==> config.mk <==
export PLATFORM = sky130hd
export DESIGN_NAME = dbg_abscmd_encoder
export DESIGN_NICKNAME = d
export VERILOG_FILES = /design/src/rtl/dbg_abscmd_encoder.sv
export SDC_FILE = /design/constraint.sdc
export NUM_CORES = 1
export LEC_CHECK = 0
export CORE_UTILIZATION = 38
export DETAILED_ROUTE_END_ITERATION = 10
export SETUP_SLACK_MARGIN = 0.5
export SLEW_MARGIN = 10
export SYNTH_ARGS = -nofsm -noshare
export SYNTH_HDL_FRONTEND = slang
export SYNTH_SLANG_ARGS = --single-unit
export TNS_END_PERCENT = 20
==> constraint.sdc <==
create_clock -name clk -period 6.8 [get_ports clk]
set_input_delay 1.36 -clock clk [delete_from_list [all_inputs] [get_ports clk]]
set_output_delay 1.36 -clock clk [all_outputs]
set_load 0.1 [all_outputs]
==> src/rtl/dbg_abscmd_encoder.sv <==
// Abstract-command encoder: turns one DMI access-register command into a short
// sequence of CSR instructions fed to the fetch path, and reports completion after retire.
module dbg_abscmd_encoder #(
  parameter logic [11:0] DSCRATCH0_ADDR  = 12'h7B2,
  parameter logic [11:0] DSCRATCH1_ADDR  = 12'h7B3,
  parameter logic [4:0]  TMP_REG         = 5'd8,
  parameter int unsigned MAX_OUTSTANDING = 4
) (
  input  logic        clk,
  input  logic        rst_n,
  input  logic        halted_i,
  input  logic        cmd_valid_i,
  output logic        cmd_ready_o,
  input  logic [15:0] cmd_regno_i,
  input  logic        cmd_write_i,
  input  logic        cmd_transfer_i,
  input  logic [2:0]  cmd_aarsize_i,
  output logic        inst_valid_o,
  input  logic        inst_ready_i,
  output logic [31:0] inst_o,
  input  logic        inst_retire_i,
  output logic        done_o,
  output logic [2:0]  cmderr_o
);

  typedef enum logic [1:0] {IDLE, ISSUE, DRAIN, RESP} state_t;

  localparam logic [2:0] MAX_OUT = 3'(MAX_OUTSTANDING);

  state_t      state_q, state_d;
  logic [1:0]  step_q, step_d;
  logic [2:0]  outst_q, outst_d;
  logic [2:0]  err_q, err_d;
  logic [31:0] inst_q, inst_d;
  logic        done_q;
  logic [2:0]  cmderr_q;
  logic        is_csr_q, write_q;
  logic [11:0] regno_q;

  logic accept, hs, retire_eff, last_step, cmd_is_csr, cmd_is_gpr;

  function automatic logic [31:0] csrrw(input logic [11:0] csr, input logic [4:0] rs1,
                                        input logic [4:0] rd);
    return {csr, rs1, 3'b001, rd, 7'h73};
  endfunction

  function automatic logic [31:0] csrrs(input logic [11:0] csr, input logic [4:0] rs1,
                                        input logic [4:0] rd);
    return {csr, rs1, 3'b010, rd, 7'h73};
  endfunction

  // CSR access goes through TMP_REG, which is parked in dscratch1 around the transfer.
  function automatic logic [31:0] encode(input logic is_csr, input logic write,
                                         input logic [11:0] regno, input logic [1:0] step);
    if (!is_csr)
      return write ? csrrs(DSCRATCH0_ADDR, 5'd0, regno[4:0])
                   : csrrw(DSCRATCH0_ADDR, regno[4:0], 5'd0);
    case (step)
      2'd0:    return csrrw(DSCRATCH1_ADDR, TMP_REG, 5'd0);
      2'd1:    return write ? csrrs(DSCRATCH0_ADDR, 5'd0, TMP_REG)
                            : csrrs(regno, 5'd0, TMP_REG);
      2'd2:    return write ? csrrw(regno, TMP_REG, 5'd0)
                            : csrrw(DSCRATCH0_ADDR, TMP_REG, 5'd0);
      default: return csrrs(DSCRATCH1_ADDR, 5'd0, TMP_REG);
    endcase
  endfunction

  assign cmd_ready_o  = (state_q == IDLE);
  assign inst_valid_o = (state_q == ISSUE) && (outst_q < MAX_OUT);
  assign inst_o       = inst_q;
  assign done_o       = done_q;
  assign cmderr_o     = cmderr_q;

  assign accept     = cmd_valid_i && cmd_ready_o;
  assign hs         = inst_valid_o && inst_ready_i;
  assign retire_eff = inst_retire_i && (outst_q != 3'd0);
  assign last_step  = is_csr_q ? (step_q == 2'd3) : (step_q == 2'd0);
  assign cmd_is_csr = (cmd_regno_i[15:12] == 4'h0);
  assign cmd_is_gpr = (cmd_regno_i[15:5] == 11'h080);
  assign outst_d    = outst_q + {2'b00, hs} - {2'b00, retire_eff};

  always_comb begin
    state_d = state_q;
    step_d  = step_q;
    err_d   = err_q;
    inst_d  = inst_q;
    case (state_q)
      IDLE: begin
        if (accept) begin
          step_d  = 2'd0;
          err_d   = 3'd0;
          state_d = RESP;
          if (!halted_i)
            err_d = 3'd4;
          else if (!cmd_transfer_i)
            err_d = 3'd0;
          else if ((cmd_aarsize_i != 3'd2) || !(cmd_is_csr || cmd_is_gpr))
            err_d = 3'd2;
          else begin
            state_d = ISSUE;
            inst_d  = encode(cmd_is_csr, cmd_write_i, cmd_regno_i[11:0], 2'd0);
          end
        end
      end
      ISSUE: begin
        if (hs) begin
          if (last_step)
            state_d = DRAIN;
          else begin
            step_d = step_q + 2'd1;
            inst_d = encode(is_csr_q, write_q, regno_q, step_q + 2'd1);
          end
        end
      end
      DRAIN:   if (outst_q == 3'd0) state_d = RESP;
      default: state_d = IDLE;
    endcase
  end

  always_ff @(posedge clk) begin
    if (!rst_n) begin
      state_q  <= IDLE;
      step_q   <= 2'd0;
      outst_q  <= 3'd0;
      err_q    <= 3'd0;
      inst_q   <= 32'd0;
      done_q   <= 1'b0;
      cmderr_q <= 3'd0;
    end else begin
      state_q  <= state_d;
      step_q   <= step_d;
      outst_q  <= outst_d;
      err_q    <= err_d;
      inst_q   <= inst_d;
      done_q   <= (state_q == RESP);
      cmderr_q <= (state_q == RESP) ? err_q : 3'd0;
    end
  end

  always_ff @(posedge clk) begin
    if (accept) begin
      is_csr_q <= cmd_is_csr;
      write_q  <= cmd_write_i;
      regno_q  <= cmd_regno_i[11:0];
    end
  end

endmodule

==> flow_metrics.py <==
metrics = {
    "global_routing": {
        "grt_max_degree": 33,
        "grt_overflow_total": 0,
        "antenna_found_initial": 0,
        "grt_pass1_vias": 1997,
        "grt_pass1_wl_um": 9740,
        "track_usage": 0.176,
    },
    "clock_network": {
        "clk_pin_slew_worst_paths_ps": 90,
        "cts.path.max_buffers": 2,
        "cts-root-buf": "clkbuf_8",
        "cts_tree": "yes",
        "worstSkewPairLatency_ps": 310,
        "htreeDepth": 2,
        "cts_sinks": 51,
        "cts_hold_buf": 0,
        "cts_setup_buffers": 0,
        "cts_resized": 0,
        "cts_buffers": 5,
    },
    "worst_setup_path": {
        "crit_path_end_kind": "output pin",
        "start_kind": "flop",
        "critPathKind": "flop to output pin",
        "worst-path-max-fanout": 20,
        "required_ps": 5440,
        "worstPathArrival_ps": 2680,
    },
    "logic_synthesis": {
        "synthCells": 244,
        "yosysSeqAreaShare": 0.458,
        "synth_cell_types": 49,
        "ys_ff_latch": 51,
        "async_flop_share": 0,
        "synthFlopType": "dfxtp_1",
        "avgSynthCellArea_um2": 10.4,
        "ys_warn_count": 0,
        "syn_area_um2": 2530,
        "synth_edf_count": 14,
    },
    "timing": {
        "maxSlewViolCount": 0,
        "timing.final.crit_share": 0.594,
        "setup_violations": 0,
        "finalSetupTns_ps": 0,
        "hold_viol": 0,
        "fmax_mhz": 248,
        "skew_ps": 8.91,
        "period_minus_slack_ps": 4040,
        "tightestPinTransition_ps": 979,
        "relSlewSlack": 0.345,
        "rsz0062_at_grt": "false",
    },
    "finish": {
        "drive_gt1_frac": 0.0508,
        "syn_to_final_growth_pct": 26.9,
        "nNetsFinal": 332,
        "fillCellCount": 597,
        "antenna_cells": 0,
    },
    "route": {
        "drc_errors": 0,
        "routed_via_density": 5.44,
        "wl_per_cell_um": 15.3,
        "drt-initial-drc-count": 121,
        "drtAntennaViolNets": 0,
        "firstDrtPassIters": 4,
        "vias": 2025,
        "totalWireLength_um": 5710,
    },
    "place": {
        "hpwl_um": 4000,
        "io_buffers": 60,
        "gp_congestion": 0.806,
    },
    "floorplanning": {
        "io_pins": 65,
        "rows": 29,
        "core_region_area_um2": 6390,
        "die_h_um": 83.7,
        "start_util": 0.397,
        "die_x_um": 83.7,
        "die_area_um2": 7000,
    },
    "job": {
        "maxCapViolCount": 0,
    },
    "status": {
        "outcome": "finished, final reports clean",
    },
    "hold_path": {
        "hold_class": "flop to flop",
    },
}
## final timing paths
check / startpoint / endpoint / slack [ps] / depth (start not counted)
setup / recovery: state_q[1] / inst_valid_o / 2760 / 4
hold / removal: inst_o[18] / inst_o[18] / 460 / 2
setup reg to reg: state_q[1] / outst_q[2] / 4190 / 10
hold reg to reg: inst_o[18] / inst_o[18] / 460 / 2
## metrics by stage
stage	cells	setup slack (ps)	hold slack [ps]	utilization	instance area, um^2
6_report	372	2760	460	0.504	3220
5_1_grt	372	2550	490	0.504	3220
3_3_place_gp	364	3120	442	0.487	3110
3_5_place_dp	364	3100	448	0.487	3110
2_1_floorplan	247	3050	442	-	2540
4_1_cts	372	2740	463	0.504	3220
## sequential cells by signal, indices dropped and copies added (netlist names)
| name | count |
|---|---|
| cmderr_o | 2 |
| done_o | 1 |
| err_q | 2 |
| inst_o | 25 |
| is_csr_q | 1 |
| outst_q | 3 |
| regno_q | 12 |
| state_q | 2 |
| step_q | 2 |
| write_q | 1 |
## synthesized netlist by cell type, types with 4 or more instances
master	count	share of area
buf_6	4	0.018
a32oi_1	9	0.031
nand3_1	14	0.028
dfxtp_1	37	0.29
buf_4	8	0.024
and2_1	5	0.012
edfxtp_1	14	0.17
clkbuf_1	7	0.010
nand4_1	4	0.0099
nand2_1	10	0.015
nor2b_1	4	0.0099
o211a_1	14	0.055
nor2_1	16	0.024
ha_1	10	0.049
o2111ai_1	6	0.021
a211oi_1	5	0.015
a21oi_1	11	0.022
inv_1	13	0.019
mux2i_1	7	0.028
o21ai_0	6	0.012
## kinds of logic (layout without fill, tap and decap cells)
logic type	count (synthesis)	in the layout	share of synthesized area
mux	9	9	0.0410
buf+inv	34	82	0.0751
xor+xnor	2	2	0.00691
other cells	1	4	0.00148
compound gates	67	67	0.214
simple gates	69	69	0.146
fa+ha+maj	11	11	0.0573
flops	51	51	0.458
## layer usage
| metal | GRT usage | vias up | wire, um |
|---|---|---|---|
| li1 | - | 995 | - |
| met1 | 0.240 | 958 | 2730 |
| met2 | 0.279 | 65 | 2530 |
| met3 | 0.0356 | 7 | 363 |
| met4 | 0.0555 | 0 | 74 |
| met5 | 0 | - | 0 |
## layout by cell type, fill, tap and decap left out, drive strengths merged, types with 2 or more instances in the layout
cell type,n
clkdlybuf4s50,60
dfxtp,37
nor2,17
nand3,14
o211a,14
edfxtp,14
inv,13
a21oi,11
nand2,11
ha,10
a32oi,9
mux2i,8
o21ai,7
o2111ai,6
a211oi,6
and2,5
clkbuf,5
nor2b,4
nand4,4
conb,4
nor3,3
nand2b,3
o21a,2
nor3b,2
o311ai,2
o31ai,2
and3,2
xnor2,2
a211o,2
clkinv,2
## worst max-delay path, cell delays in order, from the launching register on
cell             delay, ps
dfxtp_1                350
inv_1                   90
ha_1                   590
nor2b_1                200
clkdlybuf4s50_1       1140
## area by class of cell
cell class / count / area (um^2) / share of cell area
multi-input cells: 162 / 1190 / 0.371
clock buffers: 5 / 68.8 / 0.0214
well taps: 77 / 96.3 / 0.0300
clock inverters: 3 / 38.8 / 0.0121
flip-flops and latches: 51 / 1160 / 0.361
repair buffers: 61 / 608 / 0.189
inverters: 13 / 48.8 / 0.0152
Power is not shown: default switching activity piles up to over one toggle a cycle in this logic, so the estimate is an artifact.
